$ cat config.mk
export PLATFORM = sky130hd
export DESIGN_NAME = spr_issue_arbiter
export DESIGN_NICKNAME = d
export VERILOG_FILES = /design/src/rtl/spr_issue_arbiter_pkg.sv /design/src/rtl/spr_issue_arbiter_picker.sv /design/src/rtl/spr_issue_arbiter.sv
export SDC_FILE = /design/constraint.sdc
export NUM_CORES = 1
export LEC_CHECK = 0
export BUFFER_PORTS_ARGS = -buffer_cell sky130_fd_sc_hd__buf_2
export CAP_MARGIN = 0
export CELL_PAD_IN_SITES_DETAIL_PLACEMENT = 0
export CELL_PAD_IN_SITES_GLOBAL_PLACEMENT = 2
export CORE_MARGIN = 10
export CORE_UTILIZATION = 25
export DETAILED_ROUTE_END_ITERATION = 8
export PLACE_DENSITY_LB_ADDON = 0.1
export SETUP_SLACK_MARGIN = 0.02
export SLEW_MARGIN = 20
export SYNTH_ARGS = -nofsm -noshare
export SYNTH_HDL_FRONTEND = slang
export SYNTH_HIERARCHICAL = 1
export SYNTH_SLANG_ARGS = --single-unit
export TNS_END_PERCENT = 50
$ cat constraint.sdc
create_clock -name clk -period 8.7 [get_ports clk]
set_input_delay 1.305 -clock clk [delete_from_list [all_inputs] [get_ports clk]]
set_output_delay 1.305 -clock clk [all_outputs]
set_load 0.1 [all_outputs]
$ cat src/rtl/spr_issue_arbiter_pkg.sv
// Shared definitions for the SPR issue arbiter: default sizing and FSM state type.
// Optional feature macro used by the top level: SPR_ARB_AGING_EN.
package spr_issue_arbiter_pkg;

   // Global CU geometry
   localparam int unsigned WF_PER_CU    = 40;
   localparam int unsigned WF_ID_LENGTH = 6;

   // Arbiter defaults
   localparam int unsigned ARB_NUM_WF       = WF_PER_CU;
   localparam int unsigned ARB_WFID_W       = WF_ID_LENGTH;
   localparam int unsigned ARB_HOLDOFF      = 2;
   localparam int unsigned ARB_STARVE_LIMIT = 15;

   typedef enum logic {
      ST_IDLE  = 1'b0,
      ST_OFFER = 1'b1
   } arb_state_e;

endpackage

$ cat src/rtl/spr_issue_arbiter_picker.sv
// rr_priority_picker: first set request bit at or above the pointer, wrapping
// from N-1 back to 0. Purely combinational.
module rr_priority_picker #(
   parameter int unsigned N     = 40,
   parameter int unsigned IDX_W = 6
) (
   input  logic [N-1:0]     req_i,
   input  logic [IDX_W-1:0] ptr_i,
   output logic             found_o,
   output logic [IDX_W-1:0] idx_o
);

   // Rotating scan starting at the pointer
   always_comb begin
      int unsigned k;
      logic        hit;
      k       = 0;
      hit     = 1'b0;
      idx_o   = '0;
      for (int unsigned i = 0; i < N; i++) begin
         k = 32'(ptr_i) + i;
         if (k >= N) k = k - N;
         if (!hit && req_i[k]) begin
            hit   = 1'b1;
            idx_o = IDX_W'(k);
         end
      end
      found_o = hit;
   end

endmodule

$ cat src/rtl/spr_issue_arbiter.sv
// spr_issue_arbiter: round-robin issue scheduler between the SPR dependency
// table and the ALU/LSU issue ports, with per-wavefront hold-off after issue.
// Optional starvation aging is enabled by defining SPR_ARB_AGING_EN.
module spr_issue_arbiter
   import spr_issue_arbiter_pkg::*;
#(
   parameter int unsigned NUM_WF       = ARB_NUM_WF,
   parameter int unsigned WFID_W       = ARB_WFID_W,
   parameter int unsigned HOLDOFF      = ARB_HOLDOFF,
   parameter int unsigned STARVE_LIMIT = ARB_STARVE_LIMIT
) (
   input  logic              clk,
   input  logic              rst,
   input  logic [NUM_WF-1:0] ready_arry_spr,
   input  logic [NUM_WF-1:0] ready_arry_opnd,
   input  logic [NUM_WF-1:0] wf_valid,
   input  logic              flush_valid,
   input  logic [WFID_W-1:0] flush_wfid,
   input  logic              issue_ready,
   output logic              issue_valid,
   output logic [WFID_W-1:0] issued_wfid
);

   localparam int unsigned HOLD_W = (HOLDOFF < 2) ? 1 : $clog2(HOLDOFF + 1);

   arb_state_e        state_q;
   logic [WFID_W-1:0] wfid_q;
   logic [WFID_W-1:0] ptr_q;
   logic [HOLD_W-1:0] hold_q [NUM_WF];

   logic [NUM_WF-1:0] cand;
   logic              rr_found;
   logic [WFID_W-1:0] rr_idx;
   logic              sel_found;
   logic [WFID_W-1:0] sel_idx;
   logic              accept;
   logic              flush_offer;

   assign issue_valid = (state_q == ST_OFFER);
   assign issued_wfid = wfid_q;
   assign accept      = (state_q == ST_OFFER) && issue_ready;
   assign flush_offer = (state_q == ST_OFFER) && flush_valid && (flush_wfid == wfid_q);

   // Eligible wavefronts: fully ready, not held off, not already offered, not being flushed
   always_comb begin
      cand = '0;
      for (int unsigned w = 0; w < NUM_WF; w++) begin
         cand[w] = ready_arry_spr[w] & ready_arry_opnd[w] & wf_valid[w]
                 & (hold_q[w] == '0)
                 & !((state_q == ST_OFFER) && (wfid_q == WFID_W'(w)))
                 & !(flush_valid && (flush_wfid == WFID_W'(w)));
      end
   end

   rr_priority_picker #(
      .N     (NUM_WF),
      .IDX_W (WFID_W)
   ) u_rr_pick (
      .req_i   (cand),
      .ptr_i   (ptr_q),
      .found_o (rr_found),
      .idx_o   (rr_idx)
   );

`ifdef SPR_ARB_AGING_EN
   localparam int unsigned AGE_W = 4;

   logic [AGE_W-1:0]  age_q [NUM_WF];
   logic [NUM_WF-1:0] starving;
   logic              old_found;
   logic [WFID_W-1:0] old_idx;

   // Candidates that have waited at least the starvation threshold
   always_comb begin
      starving = '0;
      for (int unsigned w = 0; w < NUM_WF; w++) begin
         starving[w] = cand[w] && (32'(age_q[w]) >= STARVE_LIMIT);
      end
   end

   // Pointer fixed at zero gives lowest-id-first among starving wavefronts
   rr_priority_picker #(
      .N     (NUM_WF),
      .IDX_W (WFID_W)
   ) u_age_pick (
      .req_i   (starving),
      .ptr_i   ('0),
      .found_o (old_found),
      .idx_o   (old_idx)
   );

   assign sel_found = rr_found;
   assign sel_idx   = old_found ? old_idx : rr_idx;

   // Saturating per-wavefront age, cleared on accept or flush
   always_ff @(posedge clk) begin
      if (rst) begin
         for (int unsigned w = 0; w < NUM_WF; w++) age_q[w] <= '0;
      end else begin
         for (int unsigned w = 0; w < NUM_WF; w++) begin
            if ((flush_valid && (flush_wfid == WFID_W'(w))) ||
                (accept && (wfid_q == WFID_W'(w)))) begin
               age_q[w] <= '0;
            end else if (cand[w] && (age_q[w] != '1)) begin
               age_q[w] <= age_q[w] + 1'b1;
            end
         end
      end
   end
`else
   assign sel_found = rr_found;
   assign sel_idx   = rr_idx;

   // Threshold only matters when aging is built in
   if (STARVE_LIMIT == 0) begin : g_no_aging
   end
`endif

   // Offer FSM: IDLE/OFFER with registered valid and id, pointer advances on accept
   always_ff @(posedge clk) begin
      if (rst) begin
         state_q <= ST_IDLE;
         wfid_q  <= '0;
         ptr_q   <= '0;
      end else begin
         case (state_q)
            ST_IDLE: begin
               if (sel_found) begin
                  state_q <= ST_OFFER;
                  wfid_q  <= sel_idx;
               end
            end
            ST_OFFER: begin
               if (issue_ready) begin
                  ptr_q <= (wfid_q == WFID_W'(NUM_WF - 1)) ? '0 : wfid_q + 1'b1;
                  if (sel_found) begin
                     wfid_q <= sel_idx;
                  end else begin
                     state_q <= ST_IDLE;
                  end
               end else if (flush_offer) begin
                  state_q <= ST_IDLE;
               end
            end
            default: state_q <= ST_IDLE;
         endcase
      end
   end

   // Hold-off counters: loaded on accept, count down to zero; flush has the last word
   always_ff @(posedge clk) begin
      if (rst) begin
         for (int unsigned w = 0; w < NUM_WF; w++) hold_q[w] <= '0;
      end else begin
         for (int unsigned w = 0; w < NUM_WF; w++) begin
            if (flush_valid && (flush_wfid == WFID_W'(w))) begin
               hold_q[w] <= '0;
            end else if (accept && (wfid_q == WFID_W'(w))) begin
               hold_q[w] <= HOLD_W'(HOLDOFF);
            end else if (hold_q[w] != '0) begin
               hold_q[w] <= hold_q[w] - 1'b1;
            end
         end
      end
   end

endmodule
==> impl_metrics.yaml <==
run_status:
  outcome: "complete, no violations"
clock_tree:
  clk_root_buffer_cell: "clkbuf_16"
  cts.sinks: 93
  cts_setup_buffers: 0
  clk_pin_slew_ps: 70
  holdBufCountCts: 0
  cts_tree: "built"
  numCtsBuffers: 9
  clk_path_buf_depth: 2
  htreeDepth: 3
  clk_latency_ps: 390
  cts_resized: 0
power:
  leakagePower_nw: 8.37
  pwr_density_cell_nw_per_um2: 246
  power.total_w: 0.00544
  irDropWorstVdd_v: 0.000125
sta:
  finClkSkew_ps: 15.0
  tns_ps: 0
  fin_crit_ps: 7430
  drv_slew: 0
  rsz0062_at_grt: "false"
  post-route-period-util_pct: 85.4
  setup_viol: 0
  finalHoldViolations: 0
  maxSlewHeadroom_pct: 15.7
  tightest_slew_ps: 1230
  fmax_mhz: 135
floorplanning:
  num_rows: 103
  dieArea_um2: 91200
  initial_utilization_pct: 25.2
  core_um2: 78900
  dieHeight_um: 302
  die_w_um: 302
  ios: 137
detailed_routing:
  ant_nets: 0
  drc: 0
  firstDrtPassIters: 6
  dr.first_iter.drc_count: 1690
  routed_wl_mm: 105
  routedWlPerCell_um: 28.6
  routed_via_density: 5.90
  dr.max_layer_used: "met4"
  routed-wl-met2_mm: 52.0
  m1WireLength_mm: 46.5
  vias: 21800
  wl_met3_mm: 4.47
hold_path:
  worstHoldStart: "hold_q[0][12]"
  hp-class: "reg2reg"
worst_setup_path:
  r2r_slack_ps: 1290
  worstPathMaxFanout: 16
  endpoint: "issued_wfid[3]"
  critPathKind: "in2reg"
  required_ps: 9000
  startpoint_type: "primary input"
  critPathCaptureType: "flop"
  rr_endpoint: "issued_wfid[5]"
  r2r-start: "ptr_q[2]"
  crit_start: "flush_wfid[3]"
  worstPathArrival_ps: 7730
  reg2reg_depth: 24
placement:
  port_buffers: 136
  post_dp_cell_area_um2: 21800
  routabilityCongestion: 0.979
  dpl.hpwl_mm: 85.7
synth:
  syn_area_um2: 19900
  synth-seq-cells: 93
  syn_nets: 2790
  synth-edff-count: 80
  syn_area_per_cell_um2: 7.79
  ys_top_cells_by_area: "edfxtp_1 12%, ha_1 6.7%, mux2i_1 5.1%"
  async_flop_share_pct: 0
  ys.flop_type: "edfxtp_1"
  synth_top_area_share_pct: 12.1
  yosys_warnings: 6
  synthCells: 2553
  synth_seq_area_share_pct: 13.4
  yosysTopAreaCell: "edfxtp_1"
  synthDistinctLibCells: 118
cells_and_area:
  final_common_cell: "nor2_1"
  mostFrequentLayoutCells: "217 x nor2_1, 181 x a21oi_1, 171 x nand2_1"
  area_growth_pct: 11.4
  final_area_um2: 22200
  nets: 2872
  nFillCells: 8688
  drive_above_1_share_pct: 17.4
global_route:
  grt_pass1_vias: 21200
  grt_pass1_wl_mm: 152
  antenna_found_initial: 3
  grt_overflow: 0
  grt_max_degree: 68
  grt_util_all_layers_pct: 22.4
flow_run:
  max-cap-violations: 0
where the power goes:
| group | internal [W] | leakage, nW | switching [W] | total, W |
|---|---|---|---|---|
| Sequential | 0.000735 | 0.987 | 0.000123 | 0.000858 |
| Combinational | 0.00140 | 7.22 | 0.00270 | 0.00410 |
| Clock | 0.000283 | 0.168 | 0.000206 | 0.000490 |
| Total | 0.00242 | 8.37 | 0.00303 | 0.00544 |
worst min path at each step:
stage,end,cells past startpoint
floorplan,ptr_q[1],2
global placement,hold_q[0][12],1
detailed placement,hold_q[0][12],1
CTS,hold_q[0][10],1
global route,hold_q[0][10],1
finish,hold_q[0][12],1
worst max-delay path, stage by stage:
cell	delay (ps)
buf_2	330
and4b_1	690
a31oi_1	290
mux4_2	540
mux2i_1	400
inv_1	170
a211oi_1	200
a2111oi_0	160
a311oi_2	450
and3_2	350
nand4_4	210
or3_1	560
buf_4	230
or4_1	690
o22ai_1	200
or3_1	130
o21ai_0	80
a31oi_1	240
nor4b_1	90
o22ai_1	170
nand3_1	100
a21oi_1	130
metrics by stage:
step | util [%] | setup WS, ps | hold WS, ps | cells
2_1_floorplan | - | 2140 | 497 | 2553
3_3_place_gp | 27.6 | 1110 | 546 | 3674
3_5_place_dp | 27.6 | 1000 | 554 | 3674
4_1_cts | 28.1 | 1340 | 565 | 3689
5_1_grt | 28.1 | 916 | 576 | 3689
6_report | 28.1 | 1270 | 563 | 3692
registers in the layout, indices dropped and copies added (netlist names):
name	flops
hold_q	80
issued_wfid	6
ptr_q	6
issue_valid	1
cell type report:
class / instances / area (µm²) / area share, %
Antenna cell: 3 / 7.51 / 0.0339
Clock buffer: 9 / 225 / 1.02
Clock inverter: 6 / 119 / 0.537
Inverter: 165 / 619 / 2.80
Multi-Input combinational cell: 2126 / 15700 / 70.9
Sequential cell: 93 / 2680 / 12.1
Tap cell: 1050 / 1310 / 5.93
Timing Repair Buffer: 240 / 1470 / 6.65
cells by family (layout without fill, tap and decap cells):
logic type	after synthesis	count (layout)	synth area share [%]
xor gates and xnor gates	74	74	3.56
AOI/OAI and AO/OA	826	826	29.7
DFF	93	93	13.4
muxes	168	168	11.3
buffers and inverters	334	420	7.78
other	0	3	0
and+or+nand+nor	951	951	27.5
adders and majority gates	107	107	6.74
synth_stat cells, types with 21 or more instances:
library cell,number
and2_1,34
xnor2_1,55
o211ai_1,34
mux4_2,43
buf_2,58
or2_2,21
a21oi_1,181
nand3b_1,48
mux2_2,24
nand3_1,82
nor2_1,217
a21o_1,31
o21ai_0,122
a221oi_1,45
a211oi_1,48
or3_1,25
nor3_1,48
o21a_1,43
inv_1,153
nand4_1,54
edfxtp_1,80
nor4_1,23
nand2b_1,26
a31oi_1,43
nand2_1,171
ha_1,107
mux2i_1,101
and3_1,23
nor2b_1,28
clkbuf_1,69
metal layers:
metal / track usage (%) / vias to the layer above
met4: 5.86 / 0
met1: 28.8 / 11000
li1: - / 10000
met3: 2.25 / 94
met2: 39.5 / 651
met5: 0 / -
Power figures use the tool's default switching activity.
